`config.mk`:
```
export PLATFORM = sky130hd
export DESIGN_NAME = rr_arbiter_8
export DESIGN_NICKNAME = d
export VERILOG_FILES = /design/src/rtl/rr_arbiter_8.sv
export SDC_FILE = /design/constraint.sdc
export NUM_CORES = 1
export LEC_CHECK = 0
export ABC_AREA = 1
export CORE_MARGIN = 3
export CORE_UTILIZATION = 38
export CTS_CLUSTER_DIAMETER = 200
export DETAILED_ROUTE_END_ITERATION = 6
export PLACE_DENSITY = 0.66
export REMOVE_ABC_BUFFERS = 1
export SYNTH_ARGS = -nofsm -noshare
export SYNTH_HDL_FRONTEND = slang
export SYNTH_SLANG_ARGS = --single-unit
```
`constraint.sdc`:
```
create_clock -name clk -period 3.1 [get_ports clk]
set_input_delay 0.93 -clock clk [delete_from_list [all_inputs] [get_ports clk]]
set_output_delay 0.93 -clock clk [all_outputs]
set_load 0.05 [all_outputs]
```
`src/rtl/rr_arbiter_8.sv`:
```
// ============================================================================
// rr_arbiter_8 : 8-way round-robin arbiter, registered one-hot grant, bounded
//                hold with forced rotation. Optional macro: RR_ARB_LOCK_EN.
// Revision     : 1.0
// ============================================================================
`default_nettype none

module rr_arbiter_8 #(
  parameter int unsigned MAX_HOLD = 16
) (
  input  logic       clk,
  input  logic       rst,
`ifdef RR_ARB_LOCK_EN
  input  logic       lock,
`endif
  input  logic [7:0] req,
  output logic [7:0] gnt,
  output logic [2:0] gnt_idx,
  output logic       gnt_valid,
  output logic       gnt_new
);

  typedef enum logic [0:0] {
    S_IDLE  = 1'b0,
    S_GRANT = 1'b1
  } state_t;

  localparam bit         PREEMPT_EN = (MAX_HOLD != 0);
  // With preemption disabled the counter still needs a ceiling; it is unobservable.
  localparam logic [7:0] HOLD_SAT   = (MAX_HOLD == 0) ? 8'd255 : 8'(MAX_HOLD - 1);

  state_t     state_q, state_d;
  logic [7:0] gnt_q, gnt_d;
  logic [2:0] idx_q, idx_d;
  logic       valid_q, valid_d;
  logic       new_q, new_d;
  logic [2:0] last_q, last_d;
  logic [7:0] hold_q, hold_d;

  logic [3:0] w_win_last;
  logic [3:0] w_win_cur;
  logic [7:0] w_other;
  logic       w_lock;

  // Returns {found, index}; scanning offsets downward lets the nearest one win.
  function automatic logic [3:0] search(input logic [2:0] base, input logic [7:0] r);
    logic [3:0] res;
    logic [2:0] c;
    res = 4'b0000;
    for (int k = 8; k >= 1; k--) begin
      c = base + 3'(k);
      if (r[c]) res = {1'b1, c};
    end
    return res;
  endfunction

`ifdef RR_ARB_LOCK_EN
  assign w_lock = lock;
`else
  assign w_lock = 1'b0;
`endif

  assign w_win_last = search(last_q, req);
  assign w_win_cur  = search(idx_q, req);
  assign w_other    = req & ~(8'b1 << idx_q);

  always_comb begin
    state_d = state_q;
    idx_d   = idx_q;
    valid_d = valid_q;
    new_d   = 1'b0;
    last_d  = last_q;
    hold_d  = hold_q;

    if (state_q == S_IDLE) begin
      if (w_win_last[3]) begin
        state_d = S_GRANT;
        idx_d   = w_win_last[2:0];
        valid_d = 1'b1;
        new_d   = 1'b1;
        hold_d  = 8'd0;
      end
    end else begin
      if (!req[idx_q]) begin
        last_d = idx_q;
        if (w_win_cur[3]) begin
          idx_d  = w_win_cur[2:0];
          new_d  = 1'b1;
          hold_d = 8'd0;
        end else begin
          state_d = S_IDLE;
          valid_d = 1'b0;
        end
      end else if (PREEMPT_EN && (hold_q == HOLD_SAT) && (|w_other) && !w_lock) begin
        // Holder's own bit is still set, so the search lands on another requester.
        last_d = idx_q;
        idx_d  = w_win_cur[2:0];
        new_d  = 1'b1;
        hold_d = 8'd0;
      end else if (hold_q != HOLD_SAT) begin
        hold_d = hold_q + 8'd1;
      end
    end

    gnt_d = valid_d ? (8'b1 << idx_d) : 8'h00;
  end

  always_ff @(posedge clk or posedge rst) begin
    if (rst) begin
      state_q <= S_IDLE;
      gnt_q   <= 8'h00;
      idx_q   <= 3'd0;
      valid_q <= 1'b0;
      new_q   <= 1'b0;
      last_q  <= 3'd7;
      hold_q  <= 8'd0;
    end else begin
      state_q <= state_d;
      gnt_q   <= gnt_d;
      idx_q   <= idx_d;
      valid_q <= valid_d;
      new_q   <= new_d;
      last_q  <= last_d;
      hold_q  <= hold_d;
    end
  end

  assign gnt       = gnt_q;
  assign gnt_idx   = idx_q;
  assign gnt_valid = valid_q;
  assign gnt_new   = new_q;

endmodule

`default_nettype wire
```
# Yosys cells after proc, flatten, opt, wreduce, memory -nomap -nowiden
# Index checks and enable logic that the tools add are counted.
# Widths: inputs -> output; s select.
[word_totals]
inputBits = 10
out_inout_bits = 13
word_cells = 125
regBits = 25
[op_classes]
order_cmp = 16
n_reduce_logical = 5
mux = 73
n_shift = 2
add_sub_neg = 15
bitwise = 2
n_eq_ne = 5
[ops]
columns = ["operator", "count"]
rows = [
  ["$lt 3x4->1 const B", 16],
  ["$mux 4", 16],
  ["$mux 8", 7],
  ["$bmux 1 s3", 16],
  ["$mux 1", 27],
  ["$add 3x3->3 const B", 8],
  ["$mux 3", 7],
  ["$shl 1x3->8 const A", 2],
  ["$add 3x2->3 const B", 4],
  ["$add 8x1->8 const B", 1],
  ["$and 8x8->8", 1],
  ["$eq 8x4->1 const B", 1],
  ["$ne 8x4->1 const B", 1],
  ["$not 8->8", 1],
  ["$reduce_or 8->1", 1],
  ["$add 3x1->3 const B", 2],
  ["$ne 4x2->1 const B", 1],
  ["$ne 3x1->1 const B", 1],
  ["$reduce_and 3->1", 1],
  ["$ne 2x1->1 const B", 1],
  ["$reduce_and 2->1", 1],
  ["$reduce_bool 2->1", 1],
  ["$logic_and 1x1->1", 1],
]

# Longest topological paths before layout
[logic_depth]
word_depth = 15
depth_mapped = 24
mapped_depth_nobuf = 22

# Worst setup path after synthesis
# No wires, ideal clock.
[synth_timing]
path_kind = "register to register"
startpoint = "register idx_q[1] (netlist: gnt_idx[1])"
endpoint = "register gnt_q[5] (netlist: gnt[5])"
required_ps = 2981
setup_ps = 119
synth_period_minus_slack_ps = 2809
t_arrival_ps = 2690
setup_slack_ps = 291
path_buffers = 1
stages_incl_launch_ff = 20
path_cell_list = "dfrtp_1 > buf_4 > inv_2 > ha_1 > inv_2 > nand3_1 > nand3_1 > nand2_2 > clkinv_2 > nand3_2 > o21ai_4 > inv_2 > nand2_1 > nand2_1 > nand2_2 > nand2_2 > nand2_4 > inv_2 > nand2_2 > nor2_1"
[synth_via]
elab_chain_len = 15
word_cells_on_any_way = 46
cone_classes = "add/sub: 7; shift: 2; mux: 33; bitwise: 2; reduce/logical: 2"
[synth_lines]
columns = ["element", "line", "rtl"]
rows = [
  ["start, declared", "34", "logic [2:0] idx_q, idx_d;"],
  ["start signal, assigned", "120", "idx_q <= idx_d;"],
  ["$add 3x3->3 / $bmux 1 s3 (equally long branches)", "51, 52, 84", ""],
  ["$bmux 1 s3 / $mux 1 (equally long branches)", "52, 84", ""],
  ["$mux 1 (implied by the code) / $mux 4 (equally long branches)", "52", "if (r[c]) res = {1'b1, c};"],
  ["$mux 4 (7 in a row)", "52", ""],
  ["$mux 3, on equally long branches", "86, 94", ""],
  ["$mux 3 *", "84", "if (!req[idx_q]) begin"],
  ["$mux 3 *", "75", "if (state_q == S_IDLE) begin"],
  ["net idx_d[0]", "34", ""],
  ["$shl 1x3->8 *", "105", "gnt_d = valid_d ? (8'b1 << idx_d) : 8'h00;"],
  ["$mux 8 *", "105", ""],
  ["net gnt_d[5]", "33", "logic [7:0] gnt_q, gnt_d;"],
  ["end signal, assigned", "119", "gnt_q <= gnt_d;"],
  ["end, declared", "33", ""],
]
# The timed path passes the listed nets; every way through them passes the cells marked *. The select of a mux whose other input is x is not followed.
# A chain may end at the register's enable or synchronous reset.

# Worst setup path after layout
[layout_timing]
startpoint = "input port req[1]"
endpoint = "register hold_q[7]"
[layout_via]
elab_chain_len = 12
word_cells_on_any_way = 58
cone_classes = "eq/ne: 2; mux: 51; bitwise: 1; reduce/logical: 4"
[layout_lines]
columns = ["element", "line", "rtl"]
rows = [
  ["start, declared", "16", "input logic [7:0] req,"],
  ["$bmux 1 s3, on equally long branches", "52, 84", ""],
  ["$mux 1, on equally long branches", "52, 84", ""],
  ["$mux 4 (8 in a row)", "52", ""],
  ["$ne 3x1->1 (no source line) / $reduce_bool 2->1 (equally long branches)", "--", ""],
  ["$reduce_and 3->1 (no source line)", "--", ""],
  ["end signal, assigned", "124", "hold_q <= hold_d;"],
  ["end, declared", "38", "logic [7:0] hold_q, hold_d;"],
]
# Parallel ways exist; a longest one is shown, timed or not. The select of a mux whose other input is x is not followed.

==> out/results.md <==
| Item | Value | Unit |
| --- | --- | --- |
| Layer with the highest usage | met2 | - |
| Worst setup timing slack at the placement stage | -0.0744 | ns |
| Number of buffers inserted by port buffering | 22 | - |
| Total iterations of the first detailed-routing run | 4 | - |
| Aggregate routed wire length | 6920 | um |
| Worst slew pin tran | 0.500 | ns |
| Critical path fanouts, max | 9 | - |
| Sequential area share after synthesis | 0.220 | - |
| Setup repair after global routing missed its margin | no | - |
| Routed wirelength normalized by instance count | 12.5 | um |
| Synthesis-stage register bit count | 25 | - |
| Vias in the first global route | 2686 | - |
| Initial antenna violation count | 0 | - |
| Antenna-violating nets left | 0 | - |
| Maximum number of pins on one net before global-route repair | 26 | - |
| Detailed placer's ending HPWL | 5700 | um |
| Width of the die | 92.9 | um |
| Final-layout fill cell count | 777 | - |
| Sink count of the clock tree | 25 | - |
| Clock slew seen by the registers of the worst setup and hold paths | 0.09 | ns |
| Required time of the worst setup path | 3.26 | ns |
| Crit path largest cell delay | 0.56 | ns |
| H-tree depth reported by CTS | 1 | - |
| Cts bufs inserted | 3 | - |
| Path class of the lowest-slack min-delay path | flip-flop to flip-flop | - |
| # DRC | 0 | - |
| Num rows | 31 | - |
| Setup Skew | 0.00600 | ns |
| Die area | 8620 | um^2 |
| GRT met3 Usage | 0.00975 | - |
| Fraction of post-synthesis cell area in the top cell type by area | 0.192 | - |
| Gate count of the mapped netlist | 419 | - |
| Unique masters post-synth | 41 | - |
| Class of the most critical setup path | input pin to flip-flop | - |
| Top achievable clock speed | 348 | MHz |
| Non-Filler Instances | 553 | - |
| End of the worst register-to-register path | hold_q[7]$_DFFE_PP0P_ | - |
| Delay-heaviest family, CP | simple AND/OR/NAND/NOR gates | - |
| Worst Reg-to-Reg Cells | 15 | - |
| Total gr overflow | 0 | - |
| Worst setup SP type | input pin | - |
| Source-to-sink clock delay at the later pin of the worst-skew pair | 0.27 | ns |
| Total number of nets in the final design | 475 | - |
| Final worst setup slack | 0.229 | ns |
| Critical Path End Type | flip-flop | - |
| Final Hold Fails | 0 | - |
| First-pass GRT wire length | 12400 | um |
| Result of the run | complete, no violations | - |
| Placeable Area | 7290 | um^2 |
| Cells along the critical path | clkdlybuf4s50_1 > nand2_1 > nand3_2 > nand3_1 > nand2_1 > nor3_2 > nand2_2 > nor2_2 > inv_2 > nand3_4 > inv_4 > nand3_2 > xor2_1 > nor2_1 | - |
| Clk Tree Root Cell | sky130_fd_sc_hd__clkbuf_8 | - |
| IO Pins | 23 | - |
| Met2 Usage GRT | 0.303 | - |
| Number of inserted diodes | 0 | - |
| Hold Path Cell Cnt | 2 | - |
| Drt first-iter violations | 154 | - |
| Mean number of vias per cell | 4.88 | - |
| GRT met1 Usage | 0.228 | - |
| CTS tree | done | - |
| Buffers plus inverters on the worst setup path | 3 | - |
| Maximum clock path buffer count | 2 | - |
| Gpl congestion | 0.981 | - |
| Min cycle time layout | 2.87 | ns |
| Final Cycle Share | 0.926 | - |
| Fraction of final layout cells with drive strength greater than 1 | 0.253 | - |
| Terminating pin of the worst hold path | hold_q[7]$_DFFE_PP0P_ | - |
| Worst min-delay path startpoint | hold_q[7]$_DFFE_PP0P_ | - |
| Number of buffers added to fix hold violations after cts | 0 | - |
| Final Max Slew Viols | 0 | - |
| Final setup violation count | 0 | - |
| Via count | 2699 | - |
| Crit path DAT | 3.03 | ns |
| DIE HEIGHT | 92.9 | um |
| Total instance count after detailed placement | 549 | - |
| Count of max-cap constraint violations | 0 | - |
| GR Util All Layers | 0.170 | - |
| Count of yosys warnings during synthesis | 0 | - |
| Leading cell types by total area after synthesis | sky130_fd_sc_hd__dfrtp_1, sky130_fd_sc_hd__nand2_1, sky130_fd_sc_hd__nand3_1 | - |
| Average footprint of a synthesized cell | 6.84 | um^2 |
| Starting density of the core | 0.393 | - |
| Buffers inserted by post-CTS timing repair | 0 | - |
| Post-Syn Area | 2870 | um^2 |
| Cell taking the most area after synthesis | sky130_fd_sc_hd__dfrtp_1 | - |
| Remaining max-slew budget at the tightest pin | 0.663 | - |
| Signed area change from the synthesized netlist to the final layout | 15.1 | % |
| Cells resized by post-CTS repair | 0 | - |
| Highest-delay cell along the critical path | sky130_fd_sc_hd__clkdlybuf4s50_1 | - |
| Worst R2R Start | last_q[0]$_DFFE_PP1P_ | - |
| Register-to-Register Setup Slack | 0.32 | ns |
-- layout by cell type, fill, tap and decap left out, drive strengths merged, types with 3 or more instances in the layout --
cell type and count:
nand4 3, nand3 80, xnor2 5, nand2 147, a21oi 17, clkbuf 3, clkdlybuf4s50 22, xor2 4
nand3b 3, inv 63, buf 17, dfstp 3, nor3 6, dfrtp 22, o21ai 17, ha 10
nor2 25
-- flip-flops by register name, indices dropped and copies added, names as in the netlist --
register,count
gnt_idx,3
gnt_new,1
gnt_valid,1
hold_q,8
gnt,8
last_q,3
state_q,1
-- per-stage QoR --
stage / hold slack (ns) / area, um^2 / util / TNS [ns]
global placement: 0.536 / 3250 / 0.446 / -0.0522
detailed placement: 0.546 / 3250 / 0.446 / -0.185
floorplan: 0.505 / 2780 / - / 0
CTS: 0.568 / 3300 / 0.452 / 0
global route: 0.598 / 3300 / 0.452 / 0
finish: 0.568 / 3300 / 0.452 / 0
-- cells by family (layout without fill, tap and decap cells) --
family                     count (synthesis)  in the layout  share of synthesized area
xor gates and xnor gates                   9              9                     0.0301
and+or+nand+nor                          265            265                      0.509
DFF                                       25             25                      0.220
AOI/OAI and AO/OA                         37             37                     0.0773
buffers and inverters                     73            108                      0.120
adders and majority gates                 10             10                     0.0436
-- worst max path at each step --
stage / start / endpoint / cells after the start
6_report: req[1] / hold_q[7]$_DFFE_PP0P_ / 14
5_1_grt: req[1] / hold_q[7]$_DFFE_PP0P_ / 14
4_1_cts: req[1] / hold_q[7]$_DFFE_PP0P_ / 14
3_5_place_dp: req[1] / hold_q[7]$_DFFE_PP0P_ / 14
3_3_place_gp: req[1] / hold_q[7]$_DFFE_PP0P_ / 14
2_1_floorplan: gnt_idx[1]$_DFF_PP0_ / gnt[5]$_DFF_PP0_ / 18
-- layout make-up --
cell class                 count  area [um^2]  area share
clock inverter                 1         7.51     0.00228
tap                           99          124      0.0375
clock buffer                   3         41.3      0.0125
sequential                    25          629       0.191
inverter                      65          256      0.0777
multi-input combinational    321         1890       0.574
timing repair buffer          39          348       0.105
-- cell usage after synthesis --
master,n
sky130_fd_sc_hd__buf_4,2
sky130_fd_sc_hd__nand4_2,1
sky130_fd_sc_hd__nand3b_2,1
sky130_fd_sc_hd__xnor2_1,4
sky130_fd_sc_hd__ha_1,10
sky130_fd_sc_hd__nor3_2,3
sky130_fd_sc_hd__clkinv_2,2
sky130_fd_sc_hd__dfrtp_1,22
sky130_fd_sc_hd__nand3_1,52
sky130_fd_sc_hd__nor2_2,2
sky130_fd_sc_hd__nand4_1,2
sky130_fd_sc_hd__nor2_1,20
sky130_fd_sc_hd__nor3_1,3
sky130_fd_sc_hd__nand2_4,8
sky130_fd_sc_hd__inv_2,12
sky130_fd_sc_hd__dfstp_2,3
sky130_fd_sc_hd__inv_8,1
sky130_fd_sc_hd__o21ai_0,15
sky130_fd_sc_hd__nand2_1,115
sky130_fd_sc_hd__a21oi_2,2
sky130_fd_sc_hd__nand3_2,26
sky130_fd_sc_hd__nor2_8,1
sky130_fd_sc_hd__nand2_2,24
sky130_fd_sc_hd__inv_4,1
sky130_fd_sc_hd__nor4_1,1
sky130_fd_sc_hd__a21oi_1,14
sky130_fd_sc_hd__a31oi_1,2
sky130_fd_sc_hd__buf_12,1
sky130_fd_sc_hd__inv_1,49
sky130_fd_sc_hd__o41ai_1,1
sky130_fd_sc_hd__nand3b_1,2
sky130_fd_sc_hd__clkbuf_8,1
sky130_fd_sc_hd__nor2_4,2
sky130_fd_sc_hd__o21ai_4,1
sky130_fd_sc_hd__nand3_4,2
sky130_fd_sc_hd__o21ai_1,1
sky130_fd_sc_hd__xor2_1,4
sky130_fd_sc_hd__xnor2_2,1
sky130_fd_sc_hd__a21oi_4,1
sky130_fd_sc_hd__buf_2,1
sky130_fd_sc_hd__buf_6,3
-- routing by layer --
metal	vias up	wire length (um)	part of all wire
met3	8	125	0.018
met5	-	0	0
met4	0	90	0.013
met1	1251	3220	0.47
li1	1407	-	-
met2	33	3480	0.50
-- worst register-to-register path: stages, from the launching register on --
cell and delay [ns]:
sky130_fd_sc_hd__dfstp_2 0.66, sky130_fd_sc_hd__inv_2 0.06, sky130_fd_sc_hd__ha_1 0.37, sky130_fd_sc_hd__inv_1 0.22
sky130_fd_sc_hd__nand3_1 0.18, sky130_fd_sc_hd__nand2_1 0.09, sky130_fd_sc_hd__nand3_1 0.09, sky130_fd_sc_hd__nor3_2 0.21
sky130_fd_sc_hd__nand2_2 0.11, sky130_fd_sc_hd__nor2_2 0.14, sky130_fd_sc_hd__inv_2 0.09, sky130_fd_sc_hd__nand3_4 0.10
sky130_fd_sc_hd__inv_4 0.07, sky130_fd_sc_hd__nand3_2 0.07, sky130_fd_sc_hd__xor2_1 0.15, sky130_fd_sc_hd__nor2_1 0.05
Power is left out: the tool's default activity adds up to more than one toggle a clock period on the data nets, which glitch-free logic cannot reach.
